`config.mk`:
```
export PLATFORM = sky130hd
export DESIGN_NAME = ysyx_25040111_csr
export DESIGN_NICKNAME = d
export VERILOG_FILES = /design/src/rtl/ysyx_25040111_csr_pkg.sv /design/src/rtl/ysyx_25040111_csr_file.sv /design/src/rtl/ysyx_25040111_csr.sv
export SDC_FILE = /design/constraint.sdc
export NUM_CORES = 1
export LEC_CHECK = 0
export ABC_AREA = 1
export ABC_CLOCK_PERIOD_IN_PS = 16500
export BUFFER_PORTS_ARGS = -buffer_cell sky130_fd_sc_hd__buf_2
export CORE_ASPECT_RATIO = 0.6
export CORE_MARGIN = 2
export CORE_UTILIZATION = 50
export DETAILED_ROUTE_END_ITERATION = 10
export GPL_TIMING_DRIVEN = 0
export PLACE_DENSITY = 0.76
export SLEW_MARGIN = 20
export SYNTH_ARGS = -nofsm -noshare
export SYNTH_HDL_FRONTEND = slang
export SYNTH_HIERARCHICAL = 1
export SYNTH_SLANG_ARGS = --single-unit
```
`constraint.sdc`:
```
create_clock -name clock -period 16.5 [get_ports clock]
set_input_delay 3.3 -clock clock [delete_from_list [all_inputs] [get_ports clock]]
set_output_delay 3.3 -clock clock [all_outputs]
set_load 0.02 [all_outputs]
```
`src/rtl/ysyx_25040111_csr_pkg.sv`:
```
// Shared constants for the machine-mode CSR unit.
// Holds CSR addresses, request op codes, FSM state encodings,
// mstatus bit positions and a helper that assembles the mstatus read value.
package ysyx_25040111_csr_pkg;

    // CSR addresses
    localparam logic [11:0] CSR_MSTATUS   = 12'h300;
    localparam logic [11:0] CSR_MTVEC     = 12'h305;
    localparam logic [11:0] CSR_MSCRATCH  = 12'h340;
    localparam logic [11:0] CSR_MEPC      = 12'h341;
    localparam logic [11:0] CSR_MCAUSE    = 12'h342;
    localparam logic [11:0] CSR_MVENDORID = 12'hF11;
    localparam logic [11:0] CSR_MARCHID   = 12'hF12;

    // Request op codes
    localparam logic [2:0] OP_CSRRW  = 3'd1;
    localparam logic [2:0] OP_CSRRS  = 3'd2;
    localparam logic [2:0] OP_ECALL  = 3'd3;
    localparam logic [2:0] OP_MRET   = 3'd4;
    localparam logic [2:0] OP_EBREAK = 3'd5;

    // FSM states
    localparam logic [1:0] ST_IDLE = 2'd0;
    localparam logic [1:0] ST_EXEC = 2'd1;
    localparam logic [1:0] ST_RESP = 2'd2;

    // mstatus fields
    localparam int         MSTATUS_MIE   = 3;
    localparam int         MSTATUS_MPIE  = 7;
    localparam logic [1:0] MSTATUS_MPP_M = 2'b11;

    // Only MIE/MPIE are stored; MPP is fixed to M-mode, everything else reads 0.
    function automatic logic [31:0] mstatus_pack(input logic mie, input logic mpie);
        logic [31:0] v;
        v               = '0;
        v[12:11]        = MSTATUS_MPP_M;
        v[MSTATUS_MIE]  = mie;
        v[MSTATUS_MPIE] = mpie;
        return v;
    endfunction

endpackage

```
`src/rtl/ysyx_25040111_csr_file.sv`:
```
// M-mode CSR storage with combinational read mux and masked write port.
// Ports:
//   clock, reset       : clock and synchronous active-high reset
//   addr_i             : CSR address for both read and generic write
//   rdata_o/hit_o/ro_o : current value, address-known flag, read-only flag
//   wen_i, wdata_i     : generic CSR write (masked per CSR)
//   ecall_i, epc_i, cause_i : trap entry update of mepc/mcause/mstatus
//   mret_i             : trap return update of mstatus
//   mtvec_o, mepc_o    : trap/return targets
module ysyx_25040111_csr_file
    import ysyx_25040111_csr_pkg::*;
#(
    parameter logic [31:0] MTVEC_RST = 32'h0,
    parameter logic [31:0] MVENDORID = 32'h0,
    parameter logic [31:0] MARCHID   = 32'h0190_0000
) (
    input  logic        clock,
    input  logic        reset,
    input  logic [11:0] addr_i,
    output logic [31:0] rdata_o,
    output logic        hit_o,
    output logic        ro_o,
    input  logic        wen_i,
    input  logic [31:0] wdata_i,
    input  logic        ecall_i,
    input  logic [31:0] epc_i,
    input  logic [3:0]  cause_i,
    input  logic        mret_i,
    output logic [31:0] mtvec_o,
    output logic [31:0] mepc_o
);

    logic        mie_q, mie_d;
    logic        mpie_q, mpie_d;
    logic [31:0] mtvec_q, mtvec_d;
    logic [31:0] mscratch_q, mscratch_d;
    logic [31:0] mepc_q, mepc_d;
    logic [31:0] mcause_q, mcause_d;

    assign mtvec_o = mtvec_q;
    assign mepc_o  = mepc_q;

    always_comb begin
        rdata_o = '0;
        hit_o   = 1'b1;
        ro_o    = 1'b0;
        case (addr_i)
            CSR_MSTATUS:   rdata_o = mstatus_pack(mie_q, mpie_q);
            CSR_MTVEC:     rdata_o = mtvec_q;
            CSR_MSCRATCH:  rdata_o = mscratch_q;
            CSR_MEPC:      rdata_o = mepc_q;
            CSR_MCAUSE:    rdata_o = mcause_q;
            CSR_MVENDORID: begin rdata_o = MVENDORID; ro_o = 1'b1; end
            CSR_MARCHID:   begin rdata_o = MARCHID;   ro_o = 1'b1; end
            default:       hit_o = 1'b0;
        endcase
    end

    always_comb begin
        mie_d      = mie_q;
        mpie_d     = mpie_q;
        mtvec_d    = mtvec_q;
        mscratch_d = mscratch_q;
        mepc_d     = mepc_q;
        mcause_d   = mcause_q;
        if (wen_i) begin
            case (addr_i)
                CSR_MSTATUS: begin
                    mie_d  = wdata_i[MSTATUS_MIE];
                    mpie_d = wdata_i[MSTATUS_MPIE];
                end
                CSR_MTVEC:    mtvec_d    = wdata_i & ~32'h3;
                CSR_MSCRATCH: mscratch_d = wdata_i;
                CSR_MEPC:     mepc_d     = wdata_i & ~32'h3;
                CSR_MCAUSE:   mcause_d   = wdata_i;
                default: ;
            endcase
        end
        if (ecall_i) begin
            mepc_d   = epc_i & ~32'h3;
            mcause_d = {28'b0, cause_i};
            mpie_d   = mie_q;
            mie_d    = 1'b0;
        end
        if (mret_i) begin
            mie_d  = mpie_q;
            mpie_d = 1'b1;
        end
    end

    always_ff @(posedge clock) begin
        if (reset) begin
            mie_q      <= 1'b0;
            mpie_q     <= 1'b0;
            mtvec_q    <= MTVEC_RST & ~32'h3;
            mscratch_q <= '0;
            mepc_q     <= '0;
            mcause_q   <= '0;
        end else begin
            mie_q      <= mie_d;
            mpie_q     <= mpie_d;
            mtvec_q    <= mtvec_d;
            mscratch_q <= mscratch_d;
            mepc_q     <= mepc_d;
            mcause_q   <= mcause_d;
        end
    end

endmodule

```
`src/rtl/ysyx_25040111_csr.sv`:
```
// Machine-mode CSR execution unit: executes CSRRW/CSRRS, ECALL, MRET and
// EBREAK requests from decode and returns results/redirects to writeback.
// Ports:
//   clock, reset                  : clock and synchronous active-high reset
//   in_valid/in_ready             : request handshake
//   in_op, in_csr, in_wdata, in_rs1_zero, in_pc, in_cause : request fields
//   out_valid/out_ready           : response handshake
//   out_rdata, out_redirect, out_npc, out_illegal, out_ebreak : response fields
module ysyx_25040111_csr
    import ysyx_25040111_csr_pkg::*;
#(
    parameter logic [31:0] MTVEC_RST = 32'h0,
    parameter logic [31:0] MVENDORID = 32'h0,
    parameter logic [31:0] MARCHID   = 32'h0190_0000
) (
    input  logic        clock,
    input  logic        reset,
    input  logic        in_valid,
    output logic        in_ready,
    input  logic [2:0]  in_op,
    input  logic [11:0] in_csr,
    input  logic [31:0] in_wdata,
    input  logic        in_rs1_zero,
    input  logic [31:0] in_pc,
    input  logic [3:0]  in_cause,
    output logic        out_valid,
    input  logic        out_ready,
    output logic [31:0] out_rdata,
    output logic        out_redirect,
    output logic [31:0] out_npc,
    output logic        out_illegal,
    output logic        out_ebreak
);

    logic [1:0]  state_q, state_d;

    // Latched request
    logic [2:0]  op_q;
    logic [11:0] csr_q;
    logic [31:0] wdata_q;
    logic        rs1z_q;
    logic [31:0] pc_q;
    logic [3:0]  cause_q;

    // Latched response
    logic [31:0] rdata_q, npc_q;
    logic        redirect_q, illegal_q, ebreak_q;

    // Execute-stage decode
    logic [31:0] f_rdata, f_mtvec, f_mepc;
    logic        f_hit, f_ro;
    logic        x_wen, x_ecall, x_mret;
    logic [31:0] x_wdata, x_rdata, x_npc;
    logic        x_redirect, x_illegal, x_ebreak;

    ysyx_25040111_csr_file #(
        .MTVEC_RST (MTVEC_RST),
        .MVENDORID (MVENDORID),
        .MARCHID   (MARCHID)
    ) u_file (
        .clock   (clock),
        .reset   (reset),
        .addr_i  (csr_q),
        .rdata_o (f_rdata),
        .hit_o   (f_hit),
        .ro_o    (f_ro),
        .wen_i   (x_wen),
        .wdata_i (x_wdata),
        .ecall_i (x_ecall),
        .epc_i   (pc_q),
        .cause_i (cause_q),
        .mret_i  (x_mret),
        .mtvec_o (f_mtvec),
        .mepc_o  (f_mepc)
    );

    // Side effects are only enabled in EXEC, so a stalled RESP never repeats them.
    always_comb begin
        x_wen      = 1'b0;
        x_wdata    = '0;
        x_ecall    = 1'b0;
        x_mret     = 1'b0;
        x_rdata    = '0;
        x_redirect = 1'b0;
        x_npc      = '0;
        x_illegal  = 1'b0;
        x_ebreak   = 1'b0;
        if (state_q == ST_EXEC) begin
            case (op_q)
                OP_CSRRW: begin
                    if (!f_hit || f_ro) begin
                        x_illegal = 1'b1;
                    end else begin
                        x_rdata = f_rdata;
                        x_wen   = 1'b1;
                        x_wdata = wdata_q;
                    end
                end
                OP_CSRRS: begin
                    // With rs1=x0 there is no write, so read-only CSRs are readable.
                    if (!f_hit || (f_ro && !rs1z_q)) begin
                        x_illegal = 1'b1;
                    end else begin
                        x_rdata = f_rdata;
                        x_wen   = !rs1z_q;
                        x_wdata = f_rdata | wdata_q;
                    end
                end
                OP_ECALL: begin
                    x_ecall    = 1'b1;
                    x_redirect = 1'b1;
                    x_npc      = f_mtvec;
                end
                OP_MRET: begin
                    x_mret     = 1'b1;
                    x_redirect = 1'b1;
                    x_npc      = f_mepc;
                end
                OP_EBREAK: x_ebreak  = 1'b1;
                default:   x_illegal = 1'b1;
            endcase
        end
    end

    always_comb begin
        state_d = state_q;
        case (state_q)
            ST_IDLE: if (in_valid) state_d = ST_EXEC;
            ST_EXEC: state_d = ST_RESP;
            ST_RESP: if (out_ready) state_d = ST_IDLE;
            default: state_d = ST_IDLE;
        endcase
    end

    always_ff @(posedge clock) begin
        if (reset) begin
            state_q    <= ST_IDLE;
            rdata_q    <= '0;
            npc_q      <= '0;
            redirect_q <= 1'b0;
            illegal_q  <= 1'b0;
            ebreak_q   <= 1'b0;
        end else begin
            state_q <= state_d;
            if (state_q == ST_EXEC) begin
                rdata_q    <= x_rdata;
                npc_q      <= x_npc;
                redirect_q <= x_redirect;
                illegal_q  <= x_illegal;
                ebreak_q   <= x_ebreak;
            end
        end
    end

    // Request fields are captured only on the accept edge.
    always_ff @(posedge clock) begin
        if (state_q == ST_IDLE && in_valid) begin
            op_q    <= in_op;
            csr_q   <= in_csr;
            wdata_q <= in_wdata;
            rs1z_q  <= in_rs1_zero;
            pc_q    <= in_pc;
            cause_q <= in_cause;
        end
    end

    assign in_ready     = (state_q == ST_IDLE);
    assign out_valid    = (state_q == ST_RESP);
    assign out_rdata    = rdata_q;
    assign out_redirect = redirect_q;
    assign out_npc      = npc_q;
    assign out_illegal  = illegal_q;
    assign out_ebreak   = ebreak_q;

endmodule

```
==> impl_metrics.csv <==
group,metric,value,unit
worst_setup_path,cp.arrival,5.26,ns
clock_network,ctsHoldBuffers,0,
yosys,synthCells,1800,
floorplan,num_rows,45,
floorplan,start_util,51.0,%
timing,slew_headroom,17.7,%
min_path,holdPathStages,2,
routing,wl_per_cell,18.7,um
status,status,"completed",
timing,setup_viol,0,
placement,place_ws,11.38,ns
yosys,ys_warn_count,6,
routing,firstDrtPassIters,6,
clock_network,clk-insertion-delay-late,0.56,ns
power_and_ir_drop,switching_share,22.5,%
timing,final.setup.tns,0,ns
worst_setup_path,slowest_stage,"nor2_1",
clock_network,cts_tree,"yes",
timing,rsz0062_at_grt,"false",
final_layout,postLayoutCellArea,0.0151,mm2
global_routing,grt_max_degree,16,
clock_network,cts-buffers-inserted,26,
final_layout,fill_cells,2357,
worst_setup_path,worstPathCellList,"buf_2, nor2_1, clkbuf_1, nand2_1, nor2_1",
placement,dpl_cell_area,0.0142,mm2
min_path,min_from,"out_rdata[25]",
power_and_ir_drop,p_leak,7.05,nW
min_path,hp-class,"reg2reg",
routing,avgViaCountPerCell,5.38,
worst_setup_path,crit_family,"simple AND/OR/NAND/NOR gates",
floorplan,die_h,129,um
worst_setup_path,r2r_end,"u_file/mepc_o[15]",
clock_network,cts_max_level,1,
timing,fin_ws,11.73,ns
worst_setup_path,path_class,"in2reg",
routing,drtIter0Drc,1552,
clock_network,post_cts_resized,0,
worst_setup_path,slowest_delay,0.93,ns
timing,skew,0.00977,ns
timing,min_period,4.77,ns
worst_setup_path,path_common_cell,"nor2_1",
timing,hold_viol,0,
power_and_ir_drop,power_switching,0.321,mW
routing,postRouteAntennaNets,0,
timing,report.final.slew_viol_count,0,
clock_network,cts_setup_buffers,0,
worst_setup_path,r2r_slack,12.18,ns
placement,globalplace.congestion,0.970,
timing,period_share,28.9,%
worst_setup_path,reg2reg_depth,18,
floorplan,core_area,0.0253,mm2
final_layout,fin_util,59.6,%
worst_setup_path,r2r-start,"csr_q[1]",
placement,place_hpwl,31400,um
global_routing,grt_pass1_vias,11300,
power_and_ir_drop,seq_power_share,51.0,%
final_layout,area_delta_synth_final,16.7,%
yosys,synthesis.area,0.0129,mm2
yosys,synth_area_per_cell,7.19,um2
worst_setup_path,crit_fanout,10,
timing,max_freq,210,MHz
floorplan,die_w,212,um
min_path,whs_endpoint,"out_rdata[25]",
routing,routed_wl,43900,um
power_and_ir_drop,ir_worst_vdd,0.0000769,V
final_layout,finish.net_count,2081,
timing,tightest_slew,1.23,ns
clock_network,path_clk_slew,0.06,ns
power_and_ir_drop,p_clk_share,44.4,%
worst_setup_path,crit_required,16.99,ns
global_routing,antenna_found_initial,0,
worst_setup_path,worst_setup_path_start_kind,"primary input",
floorplan,pin_count,157,
clock_network,cts_root_buf,"clkbuf_16",
placement,io_buffers,154,
flow_run,drv_cap,0,
final_layout,antenna_cells,0,
routing,drc,0,
global_routing,grt_pass1_wl,65100,um
power_and_ir_drop,p_int,1.11,mW
worst_setup_path,end_kind,"register",
final_layout,seq_area,0.00637,mm2
final_layout,layout-drive-gt1-share,15.8,%
power_and_ir_drop,power_density,94.5,mW/mm2
clock_network,cts.sinks,277,
routing,vias,12600,
global_routing,grt_overflow,0,
power_and_ir_drop,combPwrFrac,4.7,%
worst_setup_path,path_buf_inv,2,
final_layout,multi_input_area,0.00539,mm2
global_routing,grtUsageTotal,32.0,%
clock_network,ctsLongestPathBuffers,3,
floorplan,design.die.area,0.0272,mm2
tightest hold or removal path, cell delays in order, from the launching register on:
cell,delay (ns)
dfxtp_1,0.31
nand2_1,0.06
a21oi_1,0.05
flip-flops by register name (all words and copies together), names as in the netlist:
name,flops
csr_q,12
u_file/mcause_q,32
out_redirect,1
pc_q,30
op_q,3
u_file/mtvec_o,30
u_file/mscratch_q,32
u_file/mpie_q,1
cause_q,4
u_file/mepc_o,30
rs1z_q,1
wdata_q,32
u_file/mie_q,1
out_npc,32
out_rdata,32
state_q,2
out_ebreak,1
out_illegal,1
per-layer routing:
metal	global-route usage (%)	vias to the layer above	wire length, um	share of wire [%]
met5	0	-	0	0
met1	46.1	5707	19100	44
li1	-	6021	-	-
met3	10.6	100	6340	14
met4	10.0	0	1340	3.1
met2	45.2	773	17100	39
cells in the final DEF, fill, tap and decap left out, types with 3 or more instances in the layout:
cell         n
nand3_1    113
buf_2      189
clkbuf_16   28
buf_12       3
nor2_2       3
buf_6        4
nand4_1     26
nor3_1       3
edfxtp_1    82
conb_1       4
nor2_1     293
dfxtp_1    195
nand3b_1    16
inv_1      151
clkbuf_8     6
nand2_2     32
buf_1        5
inv_2       11
nor2_4       4
a21oi_1     93
clkinv_2     6
buf_4       21
clkbuf_1    54
nand3_2      3
nand2_1    607
a31oi_1     32
o21ai_0     17
worst max path at each step:
stage                                      to  cells past startpoint  startpoint  slack [ns]
after floorplan                    cause_q[0]                      2    in_valid        6.99
after global placement               csr_q[8]                      3    in_valid        4.50
after detailed placement  u_file/mcause_q[15]                      5       reset       11.38
after CTS                           out_valid                      3  state_q[1]       11.85
after global routing                out_valid                      3  state_q[1]       11.77
final                     u_file/mcause_q[16]                      5       reset       11.73
stage by stage:
step	cells	total power [mW]	hold WS, ns
2_1_floorplan	1803	0.776	0.445
3_3_place_gp	2286	0.806	0.451
3_5_place_dp	2294	0.806	0.456
4_1_cts	2342	1.43	0.466
5_1_grt	2342	1.46	0.475
6_report	2342	1.43	0.464
area by class of cell:
type                       count  area share, %
clock inverter                 8          0.597
buffer                       108           3.82
sequential                   277           42.2
multi-input combinational   1255           35.7
tap                          329           2.73
inverter                     163           4.07
timing repair buffer         162           5.51
clock buffer                  40           5.34
power groups by stage:
stage	Sequential [mW]	Combinational (mW)	Clock (mW)
6_report	0.727	0.0667	0.633
5_1_grt	0.728	0.0717	0.664
4_1_cts	0.727	0.0653	0.639
3_5_place_dp	0.741	0.0650	0
3_3_place_gp	0.745	0.0611	0
2_1_floorplan	0.742	0.0343	0
(Power assumes the default switching activity.)
